===== config.mk =====
export PLATFORM = sky130hd
export DESIGN_NAME = active_pixel_ctrl
export DESIGN_NICKNAME = d
export VERILOG_FILES = /design/src/rtl/active_pixel_pkg.sv /design/src/rtl/active_pixel_rd_scan.sv /design/src/rtl/active_pixel_ctrl.sv
export SDC_FILE = /design/constraint.sdc
export NUM_CORES = 1
export LEC_CHECK = 0
export CORE_MARGIN = 5
export CORE_UTILIZATION = 51
export CTS_BUF_LIST = sky130_fd_sc_hd__clkbuf_8
export DETAILED_ROUTE_END_ITERATION = 10
export GPL_TIMING_DRIVEN = 1
export PLACE_DENSITY = 0.95
export REMOVE_ABC_BUFFERS = 1
export SYNTH_ARGS = -nofsm -noshare
export SYNTH_HDL_FRONTEND = slang
export SYNTH_SLANG_ARGS = --single-unit

===== constraint.sdc =====
create_clock -name clk_i -period 3.2 [get_ports clk_i]
set_input_delay 0.64 -clock clk_i [delete_from_list [all_inputs] [get_ports clk_i]]
set_output_delay 0.64 -clock clk_i [all_outputs]
set_load 0.02 [all_outputs]

===== src/rtl/active_pixel_pkg.sv =====
// Shared types and default geometry for the active-pixel ping-pong sequencer.
package active_pixel_pkg;
  localparam int ADDR_W_DEF   = 9;
  localparam int LINE_LEN_DEF = 512;

  typedef enum logic {W_FILL, W_DONE} wstate_e;
  typedef enum logic {R_IDLE, R_SCAN} rstate_e;
endpackage


===== src/rtl/active_pixel_rd_scan.sv =====
// Front-bank scanner: walks the read address on pixel enables and registers
// the valid/last qualifiers that line up with the 1-cycle memory read.
module active_pixel_rd_scan
  import active_pixel_pkg::*;
#(
  parameter int ADDR_W   = ADDR_W_DEF,
  parameter int LINE_LEN = LINE_LEN_DEF
) (
  input  logic              clk_i,
  input  logic              rstn_i,
  input  logic              line_start_i,
  input  logic              pixel_en_i,
  input  logic              active_pixel_i,
  input  logic              bank_valid_i,
  output logic [ADDR_W-1:0] raddr_o,
  output logic              scanning_o,
  output logic              pixel_o,
  output logic              pixel_valid_o,
  output logic              line_done_o
);
  localparam logic [ADDR_W-1:0] LAST_ADDR = ADDR_W'(LINE_LEN - 1);

  rstate_e           rstate_q;
  logic [ADDR_W-1:0] rd_cnt_q;
  logic              valid_q;
  logic              last_q;
  logic              consume;

  assign consume = (rstate_q == R_SCAN) && pixel_en_i;

  // A line start always wins over a consume: the scan restarts from address 0.
  always_ff @(posedge clk_i) begin
    if (!rstn_i) begin
      rstate_q <= R_IDLE;
      rd_cnt_q <= '0;
      valid_q  <= 1'b0;
      last_q   <= 1'b0;
    end else begin
      valid_q <= consume;
      last_q  <= consume && (rd_cnt_q == LAST_ADDR);
      if (line_start_i) begin
        rstate_q <= R_SCAN;
        rd_cnt_q <= '0;
      end else if (consume) begin
        if (rd_cnt_q == LAST_ADDR) begin
          rstate_q <= R_IDLE;
          rd_cnt_q <= '0;
        end else begin
          rd_cnt_q <= rd_cnt_q + 1'b1;
        end
      end
    end
  end

  assign raddr_o       = rd_cnt_q;
  assign scanning_o    = (rstate_q == R_SCAN);
  assign pixel_valid_o = valid_q;
  assign line_done_o   = last_q;
  assign pixel_o       = valid_q & active_pixel_i & bank_valid_i;
endmodule


===== src/rtl/active_pixel_ctrl.sv =====
// Ping-pong controller for the two-bank active-pixel memory: fills the back
// bank from the loader stream, swaps on line start and scans the front bank.
module active_pixel_ctrl
  import active_pixel_pkg::*;
#(
  parameter int ADDR_W   = ADDR_W_DEF,
  parameter int LINE_LEN = LINE_LEN_DEF
) (
  input  logic              clk_i,
  input  logic              rstn_i,
  input  logic              wr_data_i,
  input  logic              wr_valid_i,
  output logic              wr_ready_o,
  input  logic              line_start_i,
  input  logic              pixel_en_i,
  input  logic              clr_status_i,
  output logic [ADDR_W-1:0] waddr_o,
  output logic              wdata_o,
  output logic              wen_o,
  output logic              mem_selector_o,
  output logic [ADDR_W-1:0] raddr_o,
  input  logic              active_pixel_i,
  output logic              pixel_o,
  output logic              pixel_valid_o,
  output logic              line_done_o,
  output logic              underrun_o,
  output logic              overrun_o
);
  localparam logic [ADDR_W-1:0] LAST_ADDR = ADDR_W'(LINE_LEN - 1);

  wstate_e           wstate_q, wstate_d;
  logic [ADDR_W-1:0] wr_cnt_q, wr_cnt_d;
  logic              sel_q, sel_d;
  logic              bank_valid_q, bank_valid_d;
  logic              under_q, under_d;
  logic              over_q, over_d;
  logic              wr_hs, wr_final, scanning;
  logic              under_set, over_set;

  // Combinational write path so each write uses the selector of its own cycle.
  assign wr_ready_o = (wstate_q == W_FILL);
  assign wen_o      = wr_valid_i & wr_ready_o;
  assign waddr_o    = wr_cnt_q;
  assign wdata_o    = wr_data_i;
  assign wr_hs      = wen_o;
  assign wr_final   = wr_hs && (wr_cnt_q == LAST_ADDR);

  always_comb begin
    wstate_d     = wstate_q;
    wr_cnt_d     = wr_cnt_q;
    sel_d        = sel_q;
    bank_valid_d = bank_valid_q;
    under_set    = 1'b0;
    over_set     = line_start_i & scanning;
    if (wr_hs) begin
      if (wr_final) begin
        wstate_d = W_DONE;
        wr_cnt_d = '0;
      end else begin
        wr_cnt_d = wr_cnt_q + 1'b1;
      end
    end
    // A line completed in the very cycle of line start still counts as full.
    if (line_start_i) begin
      if ((wstate_q == W_DONE) || wr_final) begin
        sel_d        = ~sel_q;
        bank_valid_d = 1'b1;
        wstate_d     = W_FILL;
        wr_cnt_d     = '0;
      end else begin
        under_set = 1'b1;
      end
    end
    under_d = under_set | (under_q & ~clr_status_i);
    over_d  = over_set  | (over_q  & ~clr_status_i);
  end

  always_ff @(posedge clk_i) begin
    if (!rstn_i) begin
      wstate_q     <= W_FILL;
      wr_cnt_q     <= '0;
      sel_q        <= 1'b0;
      bank_valid_q <= 1'b0;
      under_q      <= 1'b0;
      over_q       <= 1'b0;
    end else begin
      wstate_q     <= wstate_d;
      wr_cnt_q     <= wr_cnt_d;
      sel_q        <= sel_d;
      bank_valid_q <= bank_valid_d;
      under_q      <= under_d;
      over_q       <= over_d;
    end
  end

  assign mem_selector_o = sel_q;
  assign underrun_o     = under_q;
  assign overrun_o      = over_q;

  active_pixel_rd_scan #(
    .ADDR_W  (ADDR_W),
    .LINE_LEN(LINE_LEN)
  ) u_rd_scan (
    .clk_i         (clk_i),
    .rstn_i        (rstn_i),
    .line_start_i  (line_start_i),
    .pixel_en_i    (pixel_en_i),
    .active_pixel_i(active_pixel_i),
    .bank_valid_i  (bank_valid_q),
    .raddr_o       (raddr_o),
    .scanning_o    (scanning),
    .pixel_o       (pixel_o),
    .pixel_valid_o (pixel_valid_o),
    .line_done_o   (line_done_o)
  );
endmodule


==> impl.org <==
** Outcome
- Run status :: complete, no violations

** Worst hold path
- Class of the worst hold path :: flip-flop to flip-flop
- The path with the worst hold slack has its endpoint at overrun_o.
- The worst hold path begins at overrun_o.
- The worst hold path passes through 2 cells.

** GRT
- Pin count of the biggest net entering global routing :: 16
- Overall track demand over capacity in global routing :: 16.40%
- Vias in the first global route :: around 1100
- The number of antenna violations at the first check in global routing came to 0.
- Overflow after GRT :: 0
- The first global-routing pass estimated 4.333 mm of wire.

** Timing
- Shortest clock period the worst path allows after layout :: ~2.6 ns
- Period Utilization, post-route :: 82.48%
- Highest achievable clock rate :: around 380 MHz
- Setup violations remaining at the end of the flow were counted as 0.
- Relative slew margins :: 59.33%
- The total count of hold-check failures in the final report is 0.
- Final worst clock skew :: about 0.0059 ns
- Setup repair after global routing missed its margin :: false
- The final number of max-transition violations was 0.
- Summed over all failing endpoints, the final setup total negative slack is 0 ns.
- After layout, the worst setup slack is between 0.5 and 0.6 ns.
- For the pin with the worst max-slew slack, the measured transition is just over 0.6 ns.

** Clock tree
- TritonCTS built the clock tree.
- Clock insertion delay at the later pin of the skew report :: ~0.27 ns
- Number of sinks on the clock net :: 26
- The clock passes through at most 2 buffers.
- Post-CTS Resized :: 0
- Post-cts hold buffer count :: 0
- Post-CTS timing repair inserted 0 buffers for setup.
- CTS clk-pin slew, worst paths :: about 0.080 ns
- The cell sitting at the root of the clock tree is a sky130_fd_sc_hd__clkbuf_8.
- Total clock buffers created by CTS :: 3
- Number of H-tree branching levels :: 1

** Floorplan
- Measured along the x axis, the die boundary spans approximately 57 µm.
- I/O pin count :: 35
- The die covers approximately 3300 µm².
- Number of placement rows :: 17
- For this configuration, the core starts out at a cell density of between 50 and 60%.
- The core region is approximately 2200 µm².
- Vert. Die Dim :: around 57 µm

** Cells and area
- # diodes :: 0
- Relative to the synthesized area, the layout overhead comes to 35.18%.
- Cells with a size suffix above 1 make up ~4.3% of the layout.
- At the end of the flow, the number of nets in the layout was about 180.

** Setup path
- Kind of end point of the critical path :: primary output
- The worst register-to-register path begins at waddr_o[0].
- Cell type with the highest occurrence count on the critical path :: sky130_fd_sc_hd__clkdlybuf4s50_1
- Largest delay share family, worst path :: buffers and inverters
- The worst register-to-register path has a setup slack of between 1 and 1.5 ns.
- Critical path required time :: between 2 and 3 ns
- Cell with the largest stage delay on the worst path :: sky130_fd_sc_hd__clkdlybuf4s50_1
- The number of buffers and inverters on the critical path is 3.
- The endpoint identified for the worst register-to-register timing path is waddr_o[8].
- Worst setup path class :: input pin to primary output
- Logic depth of the worst register-to-register path :: 7
- STA classifies the critical path startpoint as an input pin.
- Along the worst path, the maximum fanout reaches 10.
- On the worst path, the slowest cell contributes a delay of between 0.5 and 0.6 ns.
- Arrival time at the worst endpoint :: about 2 ns
- List of cells traversed by the critical path :: clkdlybuf4s50_1 -> nand2b_4 -> inv_1 -> clkdlybuf4s50_1

** Routing
- DRT Wirelength :: 2.615 mm
- The detail route stage leaves a number of antenna-violating nets equal to 0.
- Before antenna repair, the detailed router went through 4 iterations.
- Vias :: 1039
- Dividing the detail-routed via count by the number of cells gives about 5.5.
- Detailed router's first-iteration violation count :: 22
- WL per Instance :: 13.76 µm
- In the routed design, unresolved DRC markers number 0.

** Flow run
- Across the run, the number of max-cap violations was 0.

** Synth
- Warning count from the yosys run :: 0
- The commonest cells after synthesis are sky130_fd_sc_hd__dfxtp_1 (26), sky130_fd_sc_hd__a21oi_1 (17), sky130_fd_sc_hd__nor2_1 (13), sky130_fd_sc_hd__nand3_1 (11).
- After technology mapping, the gate count stands at between 100 and 150.
- Summed over its instances, the top area cell type makes up 46.02% of the synthesized netlist area.
- Yosys instantiated no cell more often than sky130_fd_sc_hd__dfxtp_1.
- Primary FF master, synth :: sky130_fd_sc_hd__dfxtp_1
- Of all flip-flops after synthesis, the portion carrying an async set or reset was 0%.
- The netlist uses 28 different library cells.
- Number of enable-type register cells in the synthesized netlist :: 0
- The synthesized design contains 26 register bits.
- The largest total area in the synthesized netlist belongs to sky130_fd_sc_hd__dfxtp_1.
- By area the synthesized netlist is led by sky130_fd_sc_hd__dfxtp_1 (46%), sky130_fd_sc_hd__a21oi_1 (7.5%), sky130_fd_sc_hd__nand3_1 (4.9%).
- Summing the sequential cell areas from Yosys gives ~46% of the chip area.
- Combined area of all synthesized cells :: approximately 1100 µm²
- Dividing the synthesized area by the synthesized cell count gives 8.701 µm².

** Place
- Number of port buffers :: 32
- Post-place setup slack :: ~0.57 ns
- The HPWL after detailed placement is between 1.5 and 2 mm.
- Final estimated routing congestion in global placement :: around 0.74

** Power and ir drop
- In this run the static leakage power is between 0.5 and 0.6 nW.
- Final Total Pwr :: 0.6504 mW
- Across the VDD grid, the largest voltage drop is ~0.3 mV.
- Total power density per cell area :: between 400 and 500 nW/µm²
-- per-layer routing --
layer | routed length, µm | part of all wire [%] | global-route usage [%] | up-vias
li1 | - | - | - | 522
met1 | 1098 | 42 | 18.04 | 487
met2 | 1326 | 51 | 30.18 | 27
met3 | 154 | 5.9 | 3.394 | 3
met4 | 36 | 1.4 | 6.954 | 0
met5 | 0 | 0 | 0 | -
-- tightest hold or removal path, stage by stage (launching register included) --
cell,delay [ns]
sky130_fd_sc_hd__dfxtp_1,0.31
sky130_fd_sc_hd__nand2b_1,0.06
sky130_fd_sc_hd__a21oi_1,0.05
-- sequential cells by signal (all words and copies together) (netlist names) --
name and count:
u_rd_scan.raddr_o 9, waddr_o 9, bank_valid_q 1, mem_selector_o 1, overrun_o 1, u_rd_scan.line_done_o 1, u_rd_scan.pixel_valid_o 1, u_rd_scan.scanning_o 1
underrun_o 1, wstate_q 1
-- cell usage in the layout, fill, tap and decap left out --
cell	n
sky130_fd_sc_hd__o31ai_1	4
sky130_fd_sc_hd__nand2b_4	1
sky130_fd_sc_hd__and3_1	1
sky130_fd_sc_hd__o21ai_0	7
sky130_fd_sc_hd__clkbuf_8	3
sky130_fd_sc_hd__ha_1	4
sky130_fd_sc_hd__nand4_1	3
sky130_fd_sc_hd__nand2_2	1
sky130_fd_sc_hd__o21ai_1	1
sky130_fd_sc_hd__nor2_1	13
sky130_fd_sc_hd__or3_2	1
sky130_fd_sc_hd__or4_1	4
sky130_fd_sc_hd__nand3b_1	1
sky130_fd_sc_hd__bufinv_16	1
sky130_fd_sc_hd__nor2b_1	2
sky130_fd_sc_hd__nand2b_1	1
sky130_fd_sc_hd__mux2i_1	2
sky130_fd_sc_hd__nand2_1	7
sky130_fd_sc_hd__a21oi_1	17
sky130_fd_sc_hd__nand4b_1	1
sky130_fd_sc_hd__clkdlybuf4s50_1	32
sky130_fd_sc_hd__xor2_1	4
sky130_fd_sc_hd__nand3_1	11
sky130_fd_sc_hd__dfxtp_1	26
sky130_fd_sc_hd__and2_1	1
sky130_fd_sc_hd__or3_1	6
sky130_fd_sc_hd__inv_1	6
sky130_fd_sc_hd__o21a_1	1
-- cells by family after synthesis --
logic type                 count (synthesis)  share of synthesized area, %
AOI/OAI and AO/OA                         30                         14.38
xor gates and xnor gates                   4                         3.097
adders and majority gates                  4                         4.425
buffers and inverters                     10                         4.535
DFF                                       26                         46.02
muxes                                      2                         1.770
and+or+nand+nor                           54                         25.78
-- through the flow --
step	util, %	std cells	cell area (µm²)	hold WS [ns]
floorplan	-	126	1102	0.4323
global placement	67.19	186	1458	0.4577
detailed placement	67.19	186	1458	0.4549
CTS	70.47	190	1529	0.4760
global route	70.47	190	1529	0.5038
finish	70.47	190	1529	0.4725
-- cell type report --
type / count / area (µm²)
fillers: 184 / 640.6
flip-flops and latches: 26 / 520.5
clock inverters: 1 / 30.03
multi-input cells: 94 / 559.3
inverters: 6 / 22.52
clock buffers: 3 / 41.29
repair buffers: 32 / 320.3
well taps: 28 / 35.03
-- worst max-delay path by stage --
stage | startpoint | slack [ns] | end | cells after the start
5_1_grt | wr_valid_i | 0.53 | wen_o | 4
2_1_floorplan | waddr_o[0] | 1.49 | waddr_o[0] | 7
3_5_place_dp | wr_valid_i | 0.57 | wen_o | 4
6_report | wr_valid_i | 0.56 | wen_o | 4
4_1_cts | wr_valid_i | 0.56 | wen_o | 4
3_3_place_gp | wr_valid_i | 0.59 | wen_o | 4
-- power breakdown --
group          switching [mW]  internal, mW
registers             0.00662         0.329
logic                  0.0278        0.0233
clock network          0.0961         0.167
No activity file was read; power rests on OpenSTA's default activity.
